===== src/rtl/lcd_bf_reader_if.sv =====
// lcd_bf_reader_if: handshake and LCD bus signals of the busy-flag reader
interface lcd_bf_reader_if;
    logic       req;
    logic       poll;
    logic [7:0] DB_in;
    logic       ready;
    logic       done;
    logic       bf;
    logic [6:0] addr;
    logic       timeout;
    logic       LCD_E;
    logic       LCD_RS;
    logic       LCD_RW;
    logic       DB_oe;
    modport master (
        output req, poll, DB_in,
        input  ready, done, bf, addr, timeout, LCD_E, LCD_RS, LCD_RW, DB_oe
    );
    modport slave (
        input  req, poll, DB_in,
        output ready, done, bf, addr, timeout, LCD_E, LCD_RS, LCD_RW, DB_oe
    );
endinterface


===== src/rtl/lcd_bf_reader.sv =====
// lcd_bf_reader: HD44780 instruction-read (BF/AC) controller with optional BF polling; LCD_BF_TIMEOUT_EN adds a poll limit
module lcd_bf_reader #(
    parameter int T_AS      = 2,
    parameter int T_EH      = 12,
    parameter int T_EL      = 13,
    parameter int MAX_POLLS = 1024
) (
    input logic            clk,
    input logic            rst,
    lcd_bf_reader_if.slave bus
);
    typedef enum logic [2:0] {IDLE, SETUP, E_HIGH, E_LOW, DONE} state_t;

    state_t     state;
    logic [7:0] cnt;
    logic       poll_r;
    logic       again;

    assign bus.LCD_RS = 1'b0;

`ifdef LCD_BF_TIMEOUT_EN
    logic [15:0] pcnt;
    assign again = poll_r && bus.bf && pcnt != 16'(MAX_POLLS - 1);
`else
    logic unused_max;
    assign unused_max  = ^16'(MAX_POLLS);
    assign again       = poll_r && bus.bf;
    assign bus.timeout = 1'b0;
`endif

    // Phase sequencer: setup, E pulse, E recovery, done pulse; all bus outputs registered
    always_ff @(posedge clk or posedge rst) begin
        if (rst) begin
            state      <= IDLE;
            cnt        <= '0;
            poll_r     <= 1'b0;
            bus.ready  <= 1'b1;
            bus.done   <= 1'b0;
            bus.bf     <= 1'b0;
            bus.addr   <= '0;
            bus.LCD_E  <= 1'b0;
            bus.LCD_RW <= 1'b0;
            bus.DB_oe  <= 1'b1;
`ifdef LCD_BF_TIMEOUT_EN
            pcnt        <= '0;
            bus.timeout <= 1'b0;
`endif
        end else begin
            bus.done <= 1'b0;
            case (state)
                IDLE: if (bus.req) begin
                    state      <= SETUP;
                    poll_r     <= bus.poll;
                    cnt        <= '0;
                    bus.ready  <= 1'b0;
                    bus.LCD_RW <= 1'b1;
                    bus.DB_oe  <= 1'b0;
`ifdef LCD_BF_TIMEOUT_EN
                    pcnt        <= '0;
                    bus.timeout <= 1'b0;
`endif
                end
                SETUP: if (cnt == 8'(T_AS - 1)) begin
                    cnt       <= '0;
                    state     <= E_HIGH;
                    bus.LCD_E <= 1'b1;
                end else begin
                    cnt <= cnt + 8'd1;
                end
                E_HIGH: if (cnt == 8'(T_EH - 1)) begin
                    cnt       <= '0;
                    state     <= E_LOW;
                    bus.LCD_E <= 1'b0;
                    bus.bf    <= bus.DB_in[7];
                    bus.addr  <= bus.DB_in[6:0];
                end else begin
                    cnt <= cnt + 8'd1;
                end
                E_LOW: if (cnt == 8'(T_EL - 1)) begin
                    cnt <= '0;
                    if (again) begin
                        state <= SETUP;
`ifdef LCD_BF_TIMEOUT_EN
                        pcnt <= pcnt + 16'd1;
`endif
                    end else begin
                        state      <= DONE;
                        bus.done   <= 1'b1;
                        bus.LCD_RW <= 1'b0;
`ifdef LCD_BF_TIMEOUT_EN
                        bus.timeout <= poll_r && bus.bf;
`endif
                    end
                end else begin
                    cnt <= cnt + 8'd1;
                end
                DONE: begin
                    state     <= IDLE;
                    bus.ready <= 1'b1;
                    bus.DB_oe <= 1'b1;
                end
                default: state <= IDLE;
            endcase
        end
    end
endmodule


===== src/flat_wrapper.sv =====
// flat-port wrapper written by rule: the top's interface ports become plain ports
module lcd_bf_reader_flat 
#(
    parameter int T_AS      = 2,
    parameter int T_EH      = 12,
    parameter int T_EL      = 13,
    parameter int MAX_POLLS = 1024
)
  (clk, rst, bus_req, bus_poll, bus_DB_in, bus_ready, bus_done, bus_bf, bus_addr, bus_timeout, bus_LCD_E, bus_LCD_RS, bus_LCD_RW, bus_DB_oe);
  lcd_bf_reader_if bus_i ();
  input logic clk;
  input logic rst;
  input wire logic [$bits(bus_i.req)-1:0] bus_req;
  input wire logic [$bits(bus_i.poll)-1:0] bus_poll;
  input wire logic [$bits(bus_i.DB_in)-1:0] bus_DB_in;
  output wire logic [$bits(bus_i.ready)-1:0] bus_ready;
  output wire logic [$bits(bus_i.done)-1:0] bus_done;
  output wire logic [$bits(bus_i.bf)-1:0] bus_bf;
  output wire logic [$bits(bus_i.addr)-1:0] bus_addr;
  output wire logic [$bits(bus_i.timeout)-1:0] bus_timeout;
  output wire logic [$bits(bus_i.LCD_E)-1:0] bus_LCD_E;
  output wire logic [$bits(bus_i.LCD_RS)-1:0] bus_LCD_RS;
  output wire logic [$bits(bus_i.LCD_RW)-1:0] bus_LCD_RW;
  output wire logic [$bits(bus_i.DB_oe)-1:0] bus_DB_oe;
  assign bus_i.req = bus_req;
  assign bus_i.poll = bus_poll;
  assign bus_i.DB_in = bus_DB_in;
  assign bus_ready = bus_i.ready;
  assign bus_done = bus_i.done;
  assign bus_bf = bus_i.bf;
  assign bus_addr = bus_i.addr;
  assign bus_timeout = bus_i.timeout;
  assign bus_LCD_E = bus_i.LCD_E;
  assign bus_LCD_RS = bus_i.LCD_RS;
  assign bus_LCD_RW = bus_i.LCD_RW;
  assign bus_DB_oe = bus_i.DB_oe;
  lcd_bf_reader #(.T_AS(T_AS), .T_EH(T_EH), .T_EL(T_EL), .MAX_POLLS(MAX_POLLS)) u_core (.clk(clk), .rst(rst), .bus(bus_i));
endmodule

===== config.mk =====
export PLATFORM = sky130hd
export DESIGN_NAME = lcd_bf_reader_flat
export DESIGN_NICKNAME = d
export VERILOG_FILES = /design/src/rtl/lcd_bf_reader_if.sv /design/src/rtl/lcd_bf_reader.sv /design/src/flat_wrapper.sv
export SDC_FILE = /design/constraint.sdc
export NUM_CORES = 1
export LEC_CHECK = 0
export BUFFER_PORTS_ARGS = -buffer_cell sky130_fd_sc_hd__buf_4
export CAP_MARGIN = 10
export CORE_ASPECT_RATIO = 1.1
export CORE_UTILIZATION = 53
export CTS_CLUSTER_SIZE = 16
export DETAILED_ROUTE_END_ITERATION = 12
export PLACE_DENSITY = 0.78
export SYNTH_ARGS = -nofsm -noshare
export SYNTH_HDL_FRONTEND = slang
export SYNTH_SLANG_ARGS = --single-unit

===== constraint.sdc =====
create_clock -name clk -period 2.77 [get_ports clk]
set_clock_uncertainty 0.15 [all_clocks]
set_input_delay 0.554 -clock clk [delete_from_list [all_inputs] [get_ports clk]]
set_output_delay 0.554 -clock clk [all_outputs]
set_load 0.01 [all_outputs]

==> results.yml <==
route:
  dr.pass1.iters: 4
  antenna_left: 0
  wl_per_cell_um: 15.5
  vias: 1077
  route.detailed.drc: 0
  drt-total-wl_um: 2720
  dr.first_iter.drc_count: 47
  vias_per_cell: 6.15
floorplan:
  coreArea_sq_um: 2300
  top_level_ports: 27
  row_count: 18
  start_util_pct: 56.9
  die_area_sq_um: 2670
  fp.dieH_um: 54.1
  die_x_um: 49.4
critical_path:
  startpoint_type: "register"
  slowest_stage: "nor4_1"
  reg2reg_depth: 4
  crit_path_cell_trace: "nor4_1 > a31oi_1 > o31ai_2 > o22ai_1"
  cp-end-kind: "register"
  path_max_fanout: 7
  worstPathArrival_ns: 2.40
  criticalPathCategory: "register to register"
  crit_required_ns: 2.81
  slowest_delay_ns: 0.61
placement:
  gp_congestion: 0.859
  dp_hpwl_um: 2030
  dpl_cell_area_sq_um: 1460
  io_buffers: 24
cells_and_area:
  syn_to_final_growth_pct: 14.7
  nets: 161
  drive_gt1_share_pct: 33.1
  antenna_cells: 0
  most-common-layout-cells: "buf_4, dfrtp_1, inv_1, mux2_2, nor2_1"
  fin_area_sq_um: 1500
  final_common_cell: "buf_4"
timing:
  tns_ns: 0
  fmaxAchievable_mhz: 425
  finalSetupViolCount: 0
  slew_viol_final: 0
  tightest_slew_ns: 0.896
  finalCritPeriodShare_pct: 85.0
  finalHoldViolations: 0
  rsz0062_at_grt: "no"
  fin_crit_ns: 2.35
  slew_headroom_pct: 40.2
logic_synthesis:
  synth_edf_count: 0
  synth.avg_cell_area_sq_um: 10.5
  synth-seq-area-share_pct: 46.0
  ys_types: 43
  synth.cell_area_sq_um: 1310
  synthArstFlopShare_pct: 100
  syn_inst: 124
  ys_seq_elements: 24
  synthFlopType: "dfrtp_1"
  ys_warn_count: 0
grt:
  grt_pass1_wl_um: 4490
  grt_usage_pct: 22.9
  grt_pass1_vias: 1032
  grt_max_degree: 25
  overflow: 0
  antenna_found_initial: 0
clock_network:
  cts_resized: 0
  postCtsHoldBufs: 0
  clk_pin_slew_ns: 0.13
  clockBufferDepth: 2
  post-cts-setup-buffers: 0
  clock_latency_ns: 0.31
  cts-htree-levels: 1
  cts_sinks: 24
  cts_inserted_buffers: 3
  cts_tree: "yes"
  root_buffer: "clkbuf_4"
power:
  irDropWorstVdd_mv: 0.476
  power_density_nw_per_um2: 728
  p_leak_nw: 0.648
job:
  cap_violations: 0
status:
  status: "completed"
hold_path:
  hold_class: "primary input to async pin"
## cell type report
| type | count | area, sq um |
|---|---|---|
| fillers | 186 | 797 |
| multi-input cells | 84 | 611 |
| flip-flops and latches | 24 | 602 |
| repair buffers | 24 | 180 |
| well taps | 30 | 37.5 |
| clock buffers | 4 | 36.3 |
| inverters | 9 | 33.8 |
## routing by layer
metal | vias to the layer above | global-route usage [%] | wire (um)
met5 | - | 0 | 0
met4 | 0 | 14.2 | 82
met3 | 10 | 5.08 | 224
met2 | 68 | 37.9 | 1290
met1 | 507 | 27.4 | 1120
li1 | 492 | - | -
## critical path, delay by kind of cell, from the launching register on
| family | cells | cell delay (ns) |
|---|---|---|
| flops | 1 | 0.47 |
| simple gates | 1 | 0.61 |
| compound gates | 3 | 0.99 |
## cells in the mapped netlist, types with 2 or more instances
library cell,n,share of area [%]
dfrtp_1,23,44
inv_1,9,2.6
mux2_2,9,7.8
nor2_1,8,2.3
nand2_1,6,1.7
nor3_1,6,2.3
o21ai_0,6,2.3
nand3_1,5,1.9
a21oi_1,4,1.5
buf_4,3,1.7
buf_6,3,2.6
ha_1,3,2.9
nor4_1,3,1.4
o31ai_1,3,1.7
a21o_1,2,1.1
a31oi_1,2,0.96
nand4_1,2,0.96
o22ai_1,2,0.96
## metrics by stage
stage	hold WS, ns	power, W	util, %	setup slack [ns]	instances
after global routing	0.294	0.00117	65.3	0.255	175
after floorplan	0.354	0.000810	-	0.694	125
after detailed placement	0.321	0.000910	63.7	0.486	171
after CTS	0.297	0.00110	65.3	0.460	175
final	0.267	0.00109	65.3	0.415	175
after global placement	0.316	0.000894	63.7	0.591	171
## final timing paths
path                             startpoint                 end  slack (ns)
max in group asynchronous               rst       u_core.cnt[3]        1.66
setup / recovery              u_core.cnt[4]       u_core.cnt[1]        0.42
setup reg to reg              u_core.cnt[4]       u_core.cnt[1]        0.42
min in group clk               bus_DB_in[7]       u_core.bus.bf        0.31
hold reg to reg            u_core.bus.LCD_E    u_core.bus.LCD_E        0.35
hold / removal                          rst  u_core.bus.addr[4]        0.27
## cells by family (layout without fill, tap and decap cells)
logic type,after synthesis,after routing,synth area share [%]
AOI/OAI and AO/OA,28,28,16.4
adders and majority gates,3,3,2.87
other,1,2,0.287
and+or+nand+nor,41,41,18.4
DFF,24,24,46.0
muxes,10,10,8.52
buffers and inverters,17,37,7.56
## where the power goes
group | internal, W | total (W) | leakage (nW) | switching, W
combinational | 0.000181 | 0.000423 | 0.330 | 0.000243
sequential | 0.000409 | 0.000483 | 0.296 | 0.0000739
clock | 0.0000804 | 0.000185 | 0.0210 | 0.000105
total | 0.000670 | 0.00109 | 0.648 | 0.000421
## registers in the layout, summed over array words and instances (netlist names)
signal	count
u_core.bus.addr	7
u_core.bus.done	1
u_core.cnt	8
u_core.poll_r	1
u_core.state	3
u_core.bus.ready	1
u_core.bus.bf	1
u_core.bus.LCD_RW	1
u_core.bus.LCD_E	1
No activity file was read; power rests on OpenSTA's default activity.
